<file path="src/rtl/alu_share_pkg.sv">
// Shared types and constants for the alu_share_ctrl sequencer: op encodings,
// sequencer states and condition-code layout.
package alu_share_pkg;

    typedef enum logic [1:0] {
        OP_ADD = 2'b00,
        OP_SUB = 2'b01,
        OP_AND = 2'b10,
        OP_XOR = 2'b11
    } op_e;

    typedef enum logic [1:0] {
        ST_IDLE,
        ST_NEG,
        ST_EXEC,
        ST_RESP
    } state_e;

    localparam int CC_ZF = 2;
    localparam int CC_SF = 1;
    localparam int CC_OF = 0;

    localparam logic [2:0] CC_RESET = 3'b100;

    function automatic logic [2:0] cc_flags(input logic [63:0] res, input logic of);
        logic [2:0] cc;
        cc        = 3'b000;
        cc[CC_ZF] = (res == 64'd0);
        cc[CC_SF] = res[63];
        cc[CC_OF] = of;
        return cc;
    endfunction

endpackage

</file>
<file path="src/rtl/add64.sv">
// 64-bit ripple-carry adder with carry-in tied to zero; reports signed overflow.
module add64 (
    input  logic [63:0] a,
    input  logic [63:0] b,
    output logic [63:0] sum,
    output logic        ovf
);

    always_comb begin : ripple
        logic carry;
        logic carry_msb;
        sum       = '0;
        carry     = 1'b0;
        carry_msb = 1'b0;
        for (int i = 0; i < 64; i++) begin
            if (i == 63) carry_msb = carry;
            sum[i] = a[i] ^ b[i] ^ carry;
            carry  = (a[i] & b[i]) | (carry & (a[i] ^ b[i]));
        end
        // Signed overflow: carry into the sign bit differs from carry out of it.
        ovf = carry ^ carry_msb;
    end

endmodule

</file>
<file path="src/rtl/alu_share_ctrl_rr_arb2.sv">
// Two-way round-robin arbiter: one-hot grant among valid requesters, priority
// passes to the other requester after every grant.
module rr_arb2 #(
    parameter int RR_INIT = 0
) (
    input  logic       clk,
    input  logic       rst_n,
    input  logic       en,
    input  logic [1:0] valid,
    output logic [1:0] grant
);

    logic prio_q, prio_d;

    always_comb begin
        // NOTE: every output gets a default before any branch, so no latch is inferred.
        grant  = 2'b00;
        prio_d = prio_q;
        if (en) begin
            if (valid == 2'b11) grant = prio_q ? 2'b10 : 2'b01;
            else                grant = valid;
            if (grant != 2'b00) prio_d = ~grant[1];
        end
    end

    always_ff @(posedge clk or negedge rst_n) begin
        // NOTE: state registers use non-blocking assignment only.
        if (!rst_n) prio_q <= 1'(RR_INIT);
        else        prio_q <= prio_d;
    end

endmodule

</file>
<file path="src/rtl/alu_share_ctrl.sv">
// Shares one add64 and the logic ops between two requesters with round-robin
// grant. Optional condition-code register enabled by `define ALU_SHARE_CC_EN.
module alu_share_ctrl
    import alu_share_pkg::*;
#(
    parameter int W       = 64,
    parameter int RR_INIT = 0
) (
    input  logic           clk,
    input  logic           rst_n,
    input  logic [1:0]     req_valid,
    output logic [1:0]     req_ready,
    input  logic [3:0]     req_op,
    input  logic [2*W-1:0] req_a,
    input  logic [2*W-1:0] req_b,
    input  logic [1:0]     req_setcc,
    output logic           resp_valid,
    input  logic           resp_ready,
    output logic           resp_id,
    output logic [W-1:0]   resp_data,
    output logic           resp_of,
    output logic [2:0]     cc_out
);

    state_e         state_q, state_d;
    op_e            op_q, op_d;
    logic [W-1:0]   a_q, a_d, b_q, b_d, res_q, res_d;
    logic           b_sign_q, b_sign_d;
    logic           setcc_q, setcc_d;
    logic           id_q, id_d;
    logic           of_q, of_d;

    logic [1:0]     grant;
    logic           gsel;
    logic [W-1:0]   add_a, add_b, add_sum;
    logic           add_ovf;

    rr_arb2 #(.RR_INIT(RR_INIT)) u_arb (
        .clk   (clk),
        .rst_n (rst_n),
        .en    (state_q == ST_IDLE && rst_n),
        .valid (req_valid),
        .grant (grant)
    );

    add64 u_add (
        .a   (add_a),
        .b   (add_b),
        .sum (add_sum),
        .ovf (add_ovf)
    );

    assign gsel = grant[1];

    always_comb begin
        state_d  = state_q;
        op_d     = op_q;
        a_d      = a_q;
        b_d      = b_q;
        b_sign_d = b_sign_q;
        setcc_d  = setcc_q;
        id_d     = id_q;
        res_d    = res_q;
        of_d     = of_q;
        add_a    = a_q;
        add_b    = b_q;
        unique case (state_q)
            ST_IDLE: begin
                if (grant != 2'b00) begin
                    id_d     = gsel;
                    op_d     = op_e'(req_op[2*int'(gsel) +: 2]);
                    a_d      = req_a[W*int'(gsel) +: W];
                    b_d      = req_b[W*int'(gsel) +: W];
                    b_sign_d = b_d[W-1];
                    setcc_d  = req_setcc[gsel];
                    state_d  = (op_d == OP_SUB) ? ST_NEG : ST_EXEC;
                end
            end
            ST_NEG: begin
                // Two's-complement negate of B through the shared adder.
                add_a   = ~b_q;
                add_b   = W'(1);
                b_d     = add_sum;
                state_d = ST_EXEC;
            end
            ST_EXEC: begin
                unique case (op_q)
                    OP_ADD: begin
                        res_d = add_sum;
                        of_d  = add_ovf;
                    end
                    OP_SUB: begin
                        // Uses the original sign of B; negate overflow of B=min is not reported.
                        res_d = add_sum;
                        of_d  = (a_q[W-1] != b_sign_q) && (add_sum[W-1] != a_q[W-1]);
                    end
                    OP_AND: begin
                        res_d = a_q & b_q;
                        of_d  = 1'b0;
                    end
                    OP_XOR: begin
                        res_d = a_q ^ b_q;
                        of_d  = 1'b0;
                    end
                endcase
                state_d = ST_RESP;
            end
            ST_RESP: begin
                if (resp_ready) state_d = ST_IDLE;
            end
        endcase
    end

    always_ff @(posedge clk or negedge rst_n) begin
        // NOTE: datapath registers are reset too, so resp_data/resp_id read 0 after reset.
        if (!rst_n) begin
            state_q  <= ST_IDLE;
            op_q     <= OP_ADD;
            a_q      <= '0;
            b_q      <= '0;
            b_sign_q <= 1'b0;
            setcc_q  <= 1'b0;
            id_q     <= 1'b0;
            res_q    <= '0;
            of_q     <= 1'b0;
        end else begin
            state_q  <= state_d;
            op_q     <= op_d;
            a_q      <= a_d;
            b_q      <= b_d;
            b_sign_q <= b_sign_d;
            setcc_q  <= setcc_d;
            id_q     <= id_d;
            res_q    <= res_d;
            of_q     <= of_d;
        end
    end

    assign req_ready  = grant;
    assign resp_valid = (state_q == ST_RESP);
    assign resp_id    = id_q;
    assign resp_data  = res_q;
    assign resp_of    = of_q;

`ifdef ALU_SHARE_CC_EN
    logic [2:0] cc_q, cc_d;

    always_comb begin
        cc_d = cc_q;
        if (state_q == ST_RESP && resp_ready && setcc_q) cc_d = cc_flags(res_q, of_q);
    end

    always_ff @(posedge clk or negedge rst_n) begin
        if (!rst_n) cc_q <= CC_RESET;
        else        cc_q <= cc_d;
    end

    assign cc_out = cc_q;
`else
    logic unused_setcc;
    assign unused_setcc = setcc_q;
    assign cc_out       = 3'b000;
`endif

endmodule

</file>
<file path="config.mk">
export PLATFORM = sky130hd
export DESIGN_NAME = alu_share_ctrl
export DESIGN_NICKNAME = d
export VERILOG_FILES = /design/src/rtl/alu_share_pkg.sv /design/src/rtl/add64.sv /design/src/rtl/alu_share_ctrl_rr_arb2.sv /design/src/rtl/alu_share_ctrl.sv
export SDC_FILE = /design/constraint.sdc
export NUM_CORES = 1
export LEC_CHECK = 0
export BUFFER_PORTS_ARGS = -buffer_cell sky130_fd_sc_hd__buf_4
export CORE_ASPECT_RATIO = 1.1
export CORE_MARGIN = 5
export CORE_UTILIZATION = 30
export DETAILED_ROUTE_END_ITERATION = 12
export GPL_TIMING_DRIVEN = 0
export MAX_ROUTING_LAYER = met4
export SLEW_MARGIN = 20
export SYNTH_ARGS = -nofsm -noshare
export SYNTH_HDL_FRONTEND = slang
export SYNTH_SLANG_ARGS = --single-unit
export TNS_END_PERCENT = 50
</file>
<file path="constraint.sdc">
create_clock -name clk -period 56.3 [get_ports clk]
set_clock_uncertainty 0.2 [all_clocks]
set_input_delay 16.89 -clock clk [delete_from_list [all_inputs] [get_ports clk]]
set_output_delay 16.89 -clock clk [all_outputs]
set_load 0.05 [all_outputs]
</file>
# ---- Word level (Yosys, flattened, before mapping)
# Cells that the tools add are included.
dict set report totals {
  regBits 200
  out_inout_bits 72
}
dict set report classes {
  eq_ne 12
  shift 3
  n_mux 14
  bitwise_logic 322
  n_reduce_logical 13
}
# op n
set op_table {}
lappend op_table {{128-bit by 8-bit variable part select with 64-bit output} 2}
lappend op_table {{64-bit 2-to-1 mux} 3}
lappend op_table {{64-bit one-hot mux with 3 select lines} 1}
lappend op_table {{64-bit one-hot mux with 2 select lines} 1}
lappend op_table {{1-bit bitwise XOR} 128}
lappend op_table {{1-bit AND} 127}
lappend op_table {{64-bit AND} 1}
lappend op_table {{64-bit inverter} 1}
lappend op_table {{64-bit bitwise XOR} 1}
lappend op_table {{1-bit bitwise OR} 63}
lappend op_table {{2-bit 2-to-1 mux} 7}
lappend op_table {{2-bit == test, second input constant} 5}
lappend op_table {{2-bit one-hot mux with 4 select lines} 1}
lappend op_table {{2-bit AND reduction} 4}
lappend op_table {{2-bit by 1-bit == test with 1-bit output, second input constant} 3}
lappend op_table {{2-bit nonzero test} 3}
lappend op_table {{2-bit logical NOT} 2}
lappend op_table {{2-bit by 1-bit inequality test with 1-bit output, second input constant} 2}
lappend op_table {{2-bit OR reduction} 2}
lappend op_table {{4-bit by 3-bit variable part select with 2-bit output} 1}
lappend op_table {{1-bit one-hot mux with 3 select lines} 1}
lappend op_table {{1-bit logical AND} 2}
lappend op_table {{1-bit inequality test} 2}
lappend op_table {{1-bit inverter} 1}

# ---- Longest topological paths before layout
dict set report logic_depth {
  depth_word 131
  ltp_mapped 77
}

# ---- By module
# A second synthesis with hierarchy kept.
dict set report unflattened {
  hier_cells 1373
  hier_area_um2 14530.2
}
# mod instances cells_each area_per_inst_um2 seq_area_each_um2
set by_module_without_submodules {}
lappend by_module_without_submodules {alu_share_ctrl 1 1295 13167.6 4979.8}
lappend by_module_without_submodules {add64 1 70 1301.2 0.0}
lappend by_module_without_submodules {rr_arb2 1 8 61.3 25.0}

# ---- Worst setup path before layout
# OpenSTA, ideal clock, no wires.
dict set report synth_timing {
  path_kind {input -> output}
  startpoint {in rst_n}
  endpoint {out req_ready[0]}
  arrival_ns 17.920
  required_ns 39.210
  slack_ns 21.290
  path_stages 3
  cell_sequence {and2_4 nand2_1 a21oi_1}
}
dict set report synth_via {
  elab_chain_cells 2
}
# item line_no
set synth_lines {}
lappend synth_lines {{start, declared} alu_share_ctrl.sv:10} ;# input logic rst_n,
lappend synth_lines {{1-bit logical AND} alu_share_ctrl.sv:41} ;# .en (state_q == ST_IDLE && rst_n),
lappend synth_lines {{2-bit 2-to-1 mux} alu_share_ctrl_rr_arb2.sv:19} ;# if (en) begin
lappend synth_lines {{end, declared} alu_share_ctrl.sv:12} ;# output logic [1:0] req_ready,
# Every way passes these cells.

# ---- Worst setup path after layout
dict set report layout_timing {
  startpoint {in rst_n}
  endpoint {out req_ready[1]}
}
# Same word-level chain as after synthesis.

==> metrics.md <==
| Metric | Value |
|---|---|
| Status | finished, final reports clean |
| Cells on worst reg2reg path | 76 |
| Routed Antenna Nets | 0 |
| Post-synthesis instance area | 13950 µm² |
| Hold buffers post-CTS | 0 |
| DRT Wirelength | 53.28 mm |
| Most frequent cell after synthesis | nand2_1 |
| Net Switching | around 0.65 mW |
| EDFF count, synth | 0 |
| Die width | between 200 and 250 µm |
| H-tree levels | 4 |
| Core ar. | 45760 µm² |
| Cts repair resizes | 0 |
| Main area contributors after synthesis | dfrtp_1 36%, mux2i_1 9.9%, fa_1 9.0% |
| Synth warnings | 0 |
| RSZ-0062 raised after global routing | false |
| Comb pwr share | 0.688 |
| Most used cell, CP | buf_4 |
| Synth top area share | 0.3587 |
| Number of global-route vias before repair | ~13k |
| Slew of the pin with the lowest slew margin | between 0.8 and 0.9 ns |
| Clock buffer depth | 2 |
| Reg2reg setup slack | ~24 ns |
| Residual DRC count | 0 |
| CP endpoint kind | output pin |
| Worst skew pair latency | ~0.46 ns |
| Routed vias | 12.37k |
| TritonCTS clock tree | built |
| Drt wl/cell | about 22 µm |
| Final Slew Violations | 0 |
| Setup TNS | 0 ns |
| CTS root buffer | clkbuf_16 |
| Worst-path clk slew | 0.06 ns |
| HPWL Detailed | 41.36 mm |
| Ys flop type | dfrtp_1 |
| CP Class | input port to output pin |
| Max_cap viols | 0 |
| Final instance area | about 18000 µm² |
| M1 GR Usage | 0.2662 |
| Post-CTS Setup Repair Bufs | 0 |
| Yosys top cell by area | dfrtp_1 |
| Synth Register Bits | 200 |
| Global Route met3 Usage | 0.03706 |
| Fraction of layout cells with a size suffix above 1 | 0.2648 |
| Grt ovf | 0 |
| Hold worst-path end | resp_data[28]$_DFFE_PN0P_ |
| Async S/R FF share, synth | 1.000 |
| Synth cell types | 36 |
| Area growth syn-to-layout | 27.91% |
| Total CTS buffers | 17 |
| Fin crit share | 0.6406 |
| DR iter-0 viols | between 800 and 900 |
| Net count, final | 2213 |
| Starting Density | 0.3049 |
| Hold path cells | 1 |
| Fmax achieved | roughly 28 MHz |
| CP cell instances | buf_8 -> buf_16 -> and2_4 -> nand3_4 -> inv_2 -> buf_6 -> buf_4 -> buf_4 |
| First-pass GRT wire length | approximately 80 mm |
| Synth cell count leaders | 262 x nand2_1, 200 x dfrtp_1, 138 x mux2i_1 |
| Post-DP Area | between 15000 and 20000 µm² |
| Tmin final | between 30 and 40 ns |
| Die height | roughly 240 µm |
| Clk sinks | 200 |
| Via/cell ratio | 5.128 |
| Hold Crit Class | flop to flop |
| Final setup vio count | 0 |
| WP data arrival | 18.97 ns |
| I/O Buffers | 333 |
| Initial antenna violation count | 1 |
| Final core occ | 0.3900 |
| Site Rows | between 80 and 90 |
| CP bufs+invs | 6 |
| Crit-path leading delay family | buffers and inverters |
| Die Area | a little over 50000 µm² |
| Leakage | 7.837 nW |
| Mean Syn Cell Area | ~9.6 µm² |
| Startpoint Class | input port |
| Largest net degree at the start of global routing | 92 |
| Flop pwr share | 0.214 |
| Reg2Reg Launch Point | state_q[1]$_DFFE_PN0P_ |
| Reg2Reg Capture Point | resp_of$_DFFE_PN0P_ |
| Hold_sp | resp_data[28]$_DFFE_PN0P_ |
| Clock share of power | 0.098 |
| Critical path's slowest cell | buf_16 |
| Mapped Cells | roughly 1.5k |
| I/O Pins | roughly 340 |
| Fraction of the yosys area taken by sequential cells | 0.3587 |
| Switching portion of total power | 0.4969 |
| Int Pwr | about 0.66 mW |
| M2 GR Usage | 0.3475 |
| Slowest stage delay, CP | between 0.3 and 0.4 ns |
| Final hold violation count | 0 |
| Gr busiest metal | met2 |
| First-pass DRT Iterations | 5 |
| Routability Congestion | between 0.8 and 0.9 |
| P per Cell Area | roughly 73 nW/µm² |
| Slew HR | 0.4575 |
| VDD IR-drop max | approximately 0.023 mV |
| Worst EP required | between 30 and 40 ns |
| GRT Total Usage | 0.2125 |
| Ant. Diodes | 0 |
| Critical path peak fanout | 74 |
==> final cells by class <==
cell class / instances / area (µm²)
fill: 4730 / 27910
tap: 588 / 735.7
buffer: 120 / 578.1
multi-input combinational: 1129 / 8343
inverter: 9 / 33.78
sequential: 200 / 5005
clock inverter: 10 / 117.6
clock buffer: 21 / 470.5
timing repair buffer: 335 / 2562
==> cell usage in the layout (no fill, tap or decap), drive strengths merged, types with 2 or more instances in the layout <==
cell and instances:
buf 389, nand2 262, dfrtp 200, mux2i 138
o21ai 131, clkbuf 87, ha 71, a21oi 67
nor2 67, mux2 65, a31oi 65, fa 63
nor2b 62, a211oi 61, o21bai 60, inv 11
clkinv 5, nand2b 3, conb 3, bufinv 2
==> per-stage QoR <==
stage	total power, mW	hold slack, ns	instances	setup WS, ns
final	1.304	0.3067	2412	20.24
after global routing	1.427	0.3148	2412	19.99
after global placement	1.149	0.2743	2379	18.52
after floorplan	0.9120	0.2636	1458	21.29
after CTS	1.313	0.3037	2412	20.10
after detailed placement	1.179	0.2869	2381	20.10
==> state kept, by name, indices dropped and copies added, names as in the netlist, 2 cells and up <==
signal,cells
a_q,64
b_q,64
resp_data,64
op_q,2
state_q,2
==> routing by layer <==
layer	part of all wire	up-vias
met3	0.051	82
met1	0.43	6051
met5	0	-
li1	-	5812
met2	0.48	423
met4	0.032	0
==> logic make-up after synthesis <==
kind of cell,count (synthesis),share of synthesized area
compound gates,389,0.1694
xor+xnor,1,0.0006279
fa+ha+maj,134,0.1541
buf+inv,129,0.04385
flops,200,0.3587
mux,203,0.1515
other cells,1,0.0002688
simple gates,399,0.1216
==> power by group through the flow <==
stage	Clock, mW	Sequential [mW]	Combinational [mW]
6_report	0.128	0.279	0.898
5_1_grt	0.136	0.288	1.00
4_1_cts	0.131	0.278	0.903
3_5_place_dp	0	0.280	0.899
3_3_place_gp	0	0.277	0.872
2_1_floorplan	0	0.349	0.563
==> worst max-delay path by stage <==
stage | startpoint | to | depth (start not counted)
5_1_grt | rst_n | req_ready[1] | 8
3_5_place_dp | rst_n | req_ready[1] | 8
2_1_floorplan | rst_n | req_ready[0] | 3
6_report | rst_n | req_ready[1] | 8
4_1_cts | rst_n | req_ready[1] | 8
3_3_place_gp | rst_n | req_ready[1] | 7
Power figures use the tool's default switching activity.
